===== src/rtl/fetch_sequencer_if.sv =====
// Bundle between fetch_sequencer, instruction memory and decode stage.
// FETCH_COUNTER_EN adds the fetch_count signal.
interface fetch_sequencer_if;
  logic [31:0] imem_addr;
  logic [31:0] imem_instr;
  logic        stall;
  logic        branch_taken;
  logic [31:0] branch_target;
  logic        if_valid;
  logic [31:0] if_instr;
  logic [31:0] if_pc;
  logic [31:0] if_pc_plus4;
  logic        halted;
  logic        fault;
`ifdef FETCH_COUNTER_EN
  logic [31:0] fetch_count;
`endif

  modport master (
`ifdef FETCH_COUNTER_EN
    output fetch_count,
`endif
    output imem_addr,
    input  imem_instr,
    input  stall,
    input  branch_taken,
    input  branch_target,
    output if_valid,
    output if_instr,
    output if_pc,
    output if_pc_plus4,
    output halted,
    output fault
  );

  modport slave (
`ifdef FETCH_COUNTER_EN
    input  fetch_count,
`endif
    input  imem_addr,
    output imem_instr,
    output stall,
    output branch_taken,
    output branch_target,
    input  if_valid,
    input  if_instr,
    input  if_pc,
    input  if_pc_plus4,
    input  halted,
    input  fault
  );
endinterface


===== src/rtl/fetch_sequencer.sv =====
// Instruction-fetch controller: owns the PC, fills the IF/ID register, stops on halt word or bad PC.
// Optional macro FETCH_COUNTER_EN adds a saturating count of accepted instructions.
module fetch_sequencer #(
  parameter logic [31:0] RESET_PC  = 32'h0000_0000,
  parameter int          MEM_SIZE  = 1024,
  parameter logic [31:0] HALT_WORD = 32'hFFFF_FFFF
) (
  input logic              clk,
  input logic              rst_n,
  fetch_sequencer_if.master bus
);

  localparam logic [31:0] LAST_PC = 32'(MEM_SIZE - 4);

  typedef enum logic [1:0] {
    S_FETCH = 2'd0,
    S_HALT  = 2'd1,
    S_FAULT = 2'd2
  } state_t;

  function automatic logic pc_legal(input logic [31:0] addr);
    return (addr[1:0] == 2'b00) && (addr <= LAST_PC);
  endfunction

`ifdef FETCH_COUNTER_EN
  function automatic logic [31:0] sat_inc(input logic [31:0] v);
    return (v == 32'hFFFF_FFFF) ? v : v + 32'd1;
  endfunction
`endif

  state_t      state, state_next;
  logic [31:0] pc_p0, pc_next;
  logic        vld_p1, vld_next;
  logic [31:0] instr_p1, instr_next;
  logic [31:0] pc_p1, pc_p1_next;
  logic [31:0] pc4_p1, pc4_p1_next;
  logic        accept;
  logic [31:0] bad_addr;

  always_comb begin
    state_next  = state;
    pc_next     = pc_p0;
    vld_next    = vld_p1;
    instr_next  = instr_p1;
    pc_p1_next  = pc_p1;
    pc4_p1_next = pc4_p1;
    accept      = 1'b0;
    bad_addr    = pc_p0;

    unique case (state)
      S_FETCH: begin
        if (bus.branch_taken) begin
          // A branch wins over stall; the word currently at pc is wrong-path either way.
          vld_next = 1'b0;
          if (!pc_legal(bus.branch_target)) begin
            state_next = S_FAULT;
            bad_addr   = bus.branch_target;
          end else begin
            pc_next = bus.branch_target;
          end
        end else if (bus.stall) begin
          state_next = S_FETCH;
        end else if (!pc_legal(pc_p0)) begin
          // Checked before the halt compare so a bad PC faults even if memory returns the halt word.
          state_next = S_FAULT;
          vld_next   = 1'b0;
        end else if (bus.imem_instr == HALT_WORD) begin
          state_next = S_HALT;
          vld_next   = 1'b0;
        end else begin
          accept      = 1'b1;
          instr_next  = bus.imem_instr;
          pc_p1_next  = pc_p0;
          pc4_p1_next = pc_p0 + 32'd4;
          vld_next    = 1'b1;
          pc_next     = pc_p0 + 32'd4;
        end
      end
      S_HALT,
      S_FAULT: begin
        vld_next = 1'b0;
      end
      default: begin
        state_next = S_FAULT;
        vld_next   = 1'b0;
      end
    endcase
  end

  // ---- fetch stage (pc) / IF-ID register boundary ----
  always_ff @(posedge clk or negedge rst_n) begin
    if (!rst_n) begin
      state    <= S_FETCH;
      pc_p0    <= RESET_PC;
      vld_p1   <= 1'b0;
      instr_p1 <= 32'd0;
      pc_p1    <= 32'd0;
      pc4_p1   <= 32'd0;
    end else begin
      state    <= state_next;
      pc_p0    <= pc_next;
      vld_p1   <= vld_next;
      instr_p1 <= instr_next;
      pc_p1    <= pc_p1_next;
      pc4_p1   <= pc4_p1_next;
    end
  end

`ifdef FETCH_COUNTER_EN
  logic [31:0] count_q;

  always_ff @(posedge clk or negedge rst_n) begin
    if (!rst_n) begin
      count_q <= 32'd0;
    end else if (accept) begin
      count_q <= sat_inc(count_q);
    end
  end

  assign bus.fetch_count = count_q;
`endif

  assign bus.imem_addr   = pc_p0;
  assign bus.if_valid    = vld_p1;
  assign bus.if_instr    = instr_p1;
  assign bus.if_pc       = pc_p1;
  assign bus.if_pc_plus4 = pc4_p1;
  assign bus.halted      = (state == S_HALT);
  assign bus.fault       = (state == S_FAULT);

`ifndef SYNTHESIS
  always @(posedge clk) begin
    if (rst_n && (state == S_FETCH) && (state_next == S_FAULT)) begin
      $warning("fetch_sequencer: illegal fetch address 0x%08h", bad_addr);
    end
  end
`endif

endmodule


===== src/flat_wrapper.sv =====
// flat-port wrapper written by rule: the top's interface ports become plain ports
module fetch_sequencer_flat 
#(
  parameter logic [31:0] RESET_PC  = 32'h0000_0000,
  parameter int          MEM_SIZE  = 1024,
  parameter logic [31:0] HALT_WORD = 32'hFFFF_FFFF
)
  (clk, rst_n, bus_imem_addr, bus_imem_instr, bus_stall, bus_branch_taken, bus_branch_target, bus_if_valid, bus_if_instr, bus_if_pc, bus_if_pc_plus4, bus_halted, bus_fault);
  fetch_sequencer_if bus_i ();
  input logic clk;
  input logic rst_n;
  output wire logic [$bits(bus_i.imem_addr)-1:0] bus_imem_addr;
  input wire logic [$bits(bus_i.imem_instr)-1:0] bus_imem_instr;
  input wire logic [$bits(bus_i.stall)-1:0] bus_stall;
  input wire logic [$bits(bus_i.branch_taken)-1:0] bus_branch_taken;
  input wire logic [$bits(bus_i.branch_target)-1:0] bus_branch_target;
  output wire logic [$bits(bus_i.if_valid)-1:0] bus_if_valid;
  output wire logic [$bits(bus_i.if_instr)-1:0] bus_if_instr;
  output wire logic [$bits(bus_i.if_pc)-1:0] bus_if_pc;
  output wire logic [$bits(bus_i.if_pc_plus4)-1:0] bus_if_pc_plus4;
  output wire logic [$bits(bus_i.halted)-1:0] bus_halted;
  output wire logic [$bits(bus_i.fault)-1:0] bus_fault;
  assign bus_imem_addr = bus_i.imem_addr;
  assign bus_i.imem_instr = bus_imem_instr;
  assign bus_i.stall = bus_stall;
  assign bus_i.branch_taken = bus_branch_taken;
  assign bus_i.branch_target = bus_branch_target;
  assign bus_if_valid = bus_i.if_valid;
  assign bus_if_instr = bus_i.if_instr;
  assign bus_if_pc = bus_i.if_pc;
  assign bus_if_pc_plus4 = bus_i.if_pc_plus4;
  assign bus_halted = bus_i.halted;
  assign bus_fault = bus_i.fault;
  fetch_sequencer #(.RESET_PC(RESET_PC), .MEM_SIZE(MEM_SIZE), .HALT_WORD(HALT_WORD)) u_core (.clk(clk), .rst_n(rst_n), .bus(bus_i));
endmodule

===== config.mk =====
export PLATFORM = sky130hd
export DESIGN_NAME = fetch_sequencer_flat
export DESIGN_NICKNAME = d
export VERILOG_FILES = /design/src/rtl/fetch_sequencer_if.sv /design/src/rtl/fetch_sequencer.sv /design/src/flat_wrapper.sv
export SDC_FILE = /design/constraint.sdc
export NUM_CORES = 1
export LEC_CHECK = 0
export ABC_AREA = 1
export CELL_PAD_IN_SITES_DETAIL_PLACEMENT = 1
export CELL_PAD_IN_SITES_GLOBAL_PLACEMENT = 2
export CORE_AREA = 3 3 145 147
export DETAILED_ROUTE_END_ITERATION = 12
export DIE_AREA = 0 0 148 150
export PLACE_DENSITY_LB_ADDON = 0.1
export SYNTH_ARGS = -nofsm -noshare
export SYNTH_HDL_FRONTEND = slang
export SYNTH_SLANG_ARGS = --single-unit

===== constraint.sdc =====
create_clock -name clk -period 2.3 [get_ports clk]
set_input_delay 0.345 -clock clk [delete_from_list [all_inputs] [get_ports clk]]
set_output_delay 0.345 -clock clk [all_outputs]
set_load 0.01 [all_outputs]

==> metrics.txt <==
run status completed; global route overflow 0; multi-input logic area 1590 um2; ANT nets after route 0; cell count after synthesis 630; CTS tree built; first-pass GRT wire length 26.3 mm; reg-to-reg setup timing slack 380 ps; pre-CTS WS 7.05 ps; max-cap viol count 0; Inserted Clock Buffers 17; final hold vios 0; critical-path maximum fanout 3; Finished Layout Cells 1121; syn avg cell area 8.44 um2; Seq/Total Area, Yosys 60.7%; Initial Util 26.5%; Die Width 148 um; Yosys Warn Count 0; Clock Skews 14.2 ps; Critical Path AT 1610 ps; clk sinks 129; num rows 52; Overall Power 5.13 mW; ranking of synthesized cells by area dfrtp_1, nand2_1, nor2_1; peak supply drop 0.453 mV; Wirelength per Cell 14.3 um; Synth cell types 21; DP Area 7660 um2; Vias 4629; family with the most delay on the worst path buffers and inverters; Power Dens Cells 622 nW/um2; Finished Core Util 41.2%; most frequent cells in the layout clkdlybuf4s50_1, nand2_1, dfrtp_1; worst path cell trace inv_1 -> ha_1 -> clkdlybuf4s50_1; WP buf/inv 2; initial DRC count 99; WP data required 1960 ps; sequential cell area 3230 um2; post-cts repair resize count 0; post-synth top area share 60.7%; largest net degree at the start of global routing 82; antenna cells 0; Top Ports 199; # fillers 2344; Tmin final 1950 ps; port buffer count 198; Core Area 20000 um2; dpl cells 1088; number of remaining DRC errors 0; Slew headroom 67.0%; mapped cell area 5320 um2; final setup fails 0; # H-tree levels 4; worst-case clock buffer depth 2; Tcrit/Tclk final 84.9%; Pleak 4.09 nW; final instance area 8260 um2; Die Y 150 um; final slew viol count 0; routability-driven placement congestion ratio 0.735; Setup WS post-layout 347 ps; die footprint 22200 um2; endpoint type of the worst setup path output pin; Nets 910; Worst Tran Pin Value 495 ps; largest stage delay on the critical path 580 ps; initial antenna violation count 0; CP Launch Type register; clock-pin slew on the worst setup and hold paths 60 ps; WS Path Type register to output pin; cell taking the most area after synthesis dfrtp_1; Slowest-stage cell, CP clkdlybuf4s50_1; DPL Wire Length 12.1 mm; Vias per Instance 4.13; vias in the first global route 5102; Post-Syn Nets 702; Hold Crit Class input port to asynchronous set/reset pin; root buffer cell clkbuf_16; TritonRoute pass-1 iters 4; #FFs+latches synth 129; Area Overhead vs Synth 55.4%; aggregate global-route resource usage 14.9%; share of layout cells above drive strength 1 5.76%; fmax 0.512 GHz; worst skew pair latency 410 ps; commonest non-fill, non-tap cell in the layout clkdlybuf4s50_1; Detailed Route WL 16.1 mm; unrepaired setup endpoints after global routing no
-- worst reg2reg max path, delay by kind of cell (launching register included) --
family / cells / cell delay (ps)
flip-flops: 1 / 410
buffers and inverters: 3 / 430
AO/OA/AOI/OAI: 1 / 90
AND/OR/NAND/NOR: 7 / 870
-- registers in the layout (all words and copies together), names as in the netlist --
register                count
u_core.bus.if_valid         1
u_core.state                2
u_core.bus.if_pc_plus4     32
u_core.bus.if_pc           30
u_core.bus.imem_addr       32
u_core.bus.if_instr        32
-- cells in the mapped netlist --
cell      count
nand3b_1      1
o21ai_0      24
o21ai_1       1
nor2_1      113
inv_2         1
nor3_1        1
o21bai_1      1
nand2_1     196
a21oi_1       3
dfrtp_1     129
nand4_1       2
and2_1        3
inv_1       100
nor2_4        1
buf_4         6
nand3_1      22
nand3_4       1
ha_1          4
xor2_1        5
buf_2        15
clkbuf_1      1
-- cell families after synthesis --
logic type | synth area share [%]
AND/OR/NAND/NOR | 25.3
adder cells (fa/ha/maj) | 0.942
AO/OA/AOI/OAI | 2.78
flip-flops | 60.7
buffers and inverters | 9.46
XOR/XNOR | 0.824
-- metal layers --
metal  GRT usage, %  routed length [um]  share of wire (%)
met1           17.7                6840                 43
met2           25.8                7970                 50
met3           5.06                1050                6.5
met4           4.16                 188                1.2
met5              0                   0                  0
-- final cells by class --
class / instances / share of cell area [%]
Tap cell: 270 / 4.09
Sequential cell: 129 / 39.1
Timing Repair Buffer: 211 / 25.9
Clock buffer: 17 / 5.15
Multi-Input combinational cell: 378 / 19.2
Inverter: 101 / 4.59
Clock inverter: 15 / 1.92
-- repair_timing --
action                     4_1_cts  5_1_grt
setup endpoints to repair        0        0
hold endpoints to repair        33        0
hold buffers                     1        0
buffers inserted                 0        0
-- through the flow --
step	hold slack (ps)	TNS [ps]
floorplan	49.4	0
global placement	342	-4.91
detailed placement	348	0
CTS	455	0
global route	490	0
finish	450	0
-- worst paths after layout --
check,from,endpoint,cells after the start
max in group asynchronous,rst_n,u_core.bus.imem_addr[31]$_DFFE_PN0P_,3
setup / recovery,u_core.state[1]$_DFFE_PN0P_,bus_halted,3
setup reg to reg,u_core.bus.imem_addr[25]$_DFFE_PN0P_,u_core.bus.if_pc_plus4[2]$_DFFE_PN0P_,11
min in group clk,u_core.bus.if_instr[16]$_DFFE_PN0P_,u_core.bus.if_instr[16]$_DFFE_PN0P_,2
hold / removal,rst_n,u_core.bus.if_instr[4]$_DFFE_PN0P_,2
hold reg to reg,u_core.bus.if_instr[16]$_DFFE_PN0P_,u_core.bus.if_instr[16]$_DFFE_PN0P_,2
-- power by group --
group,switching (mW),total [mW],internal (mW),leakage [nW]
logic,0.0963,0.220,0.124,2.36
clock network,1.04,2.64,1.61,0.280
registers,0,2.27,2.27,1.44
total,1.13,5.13,4.00,4.09
Power figures use the tool's default switching activity.
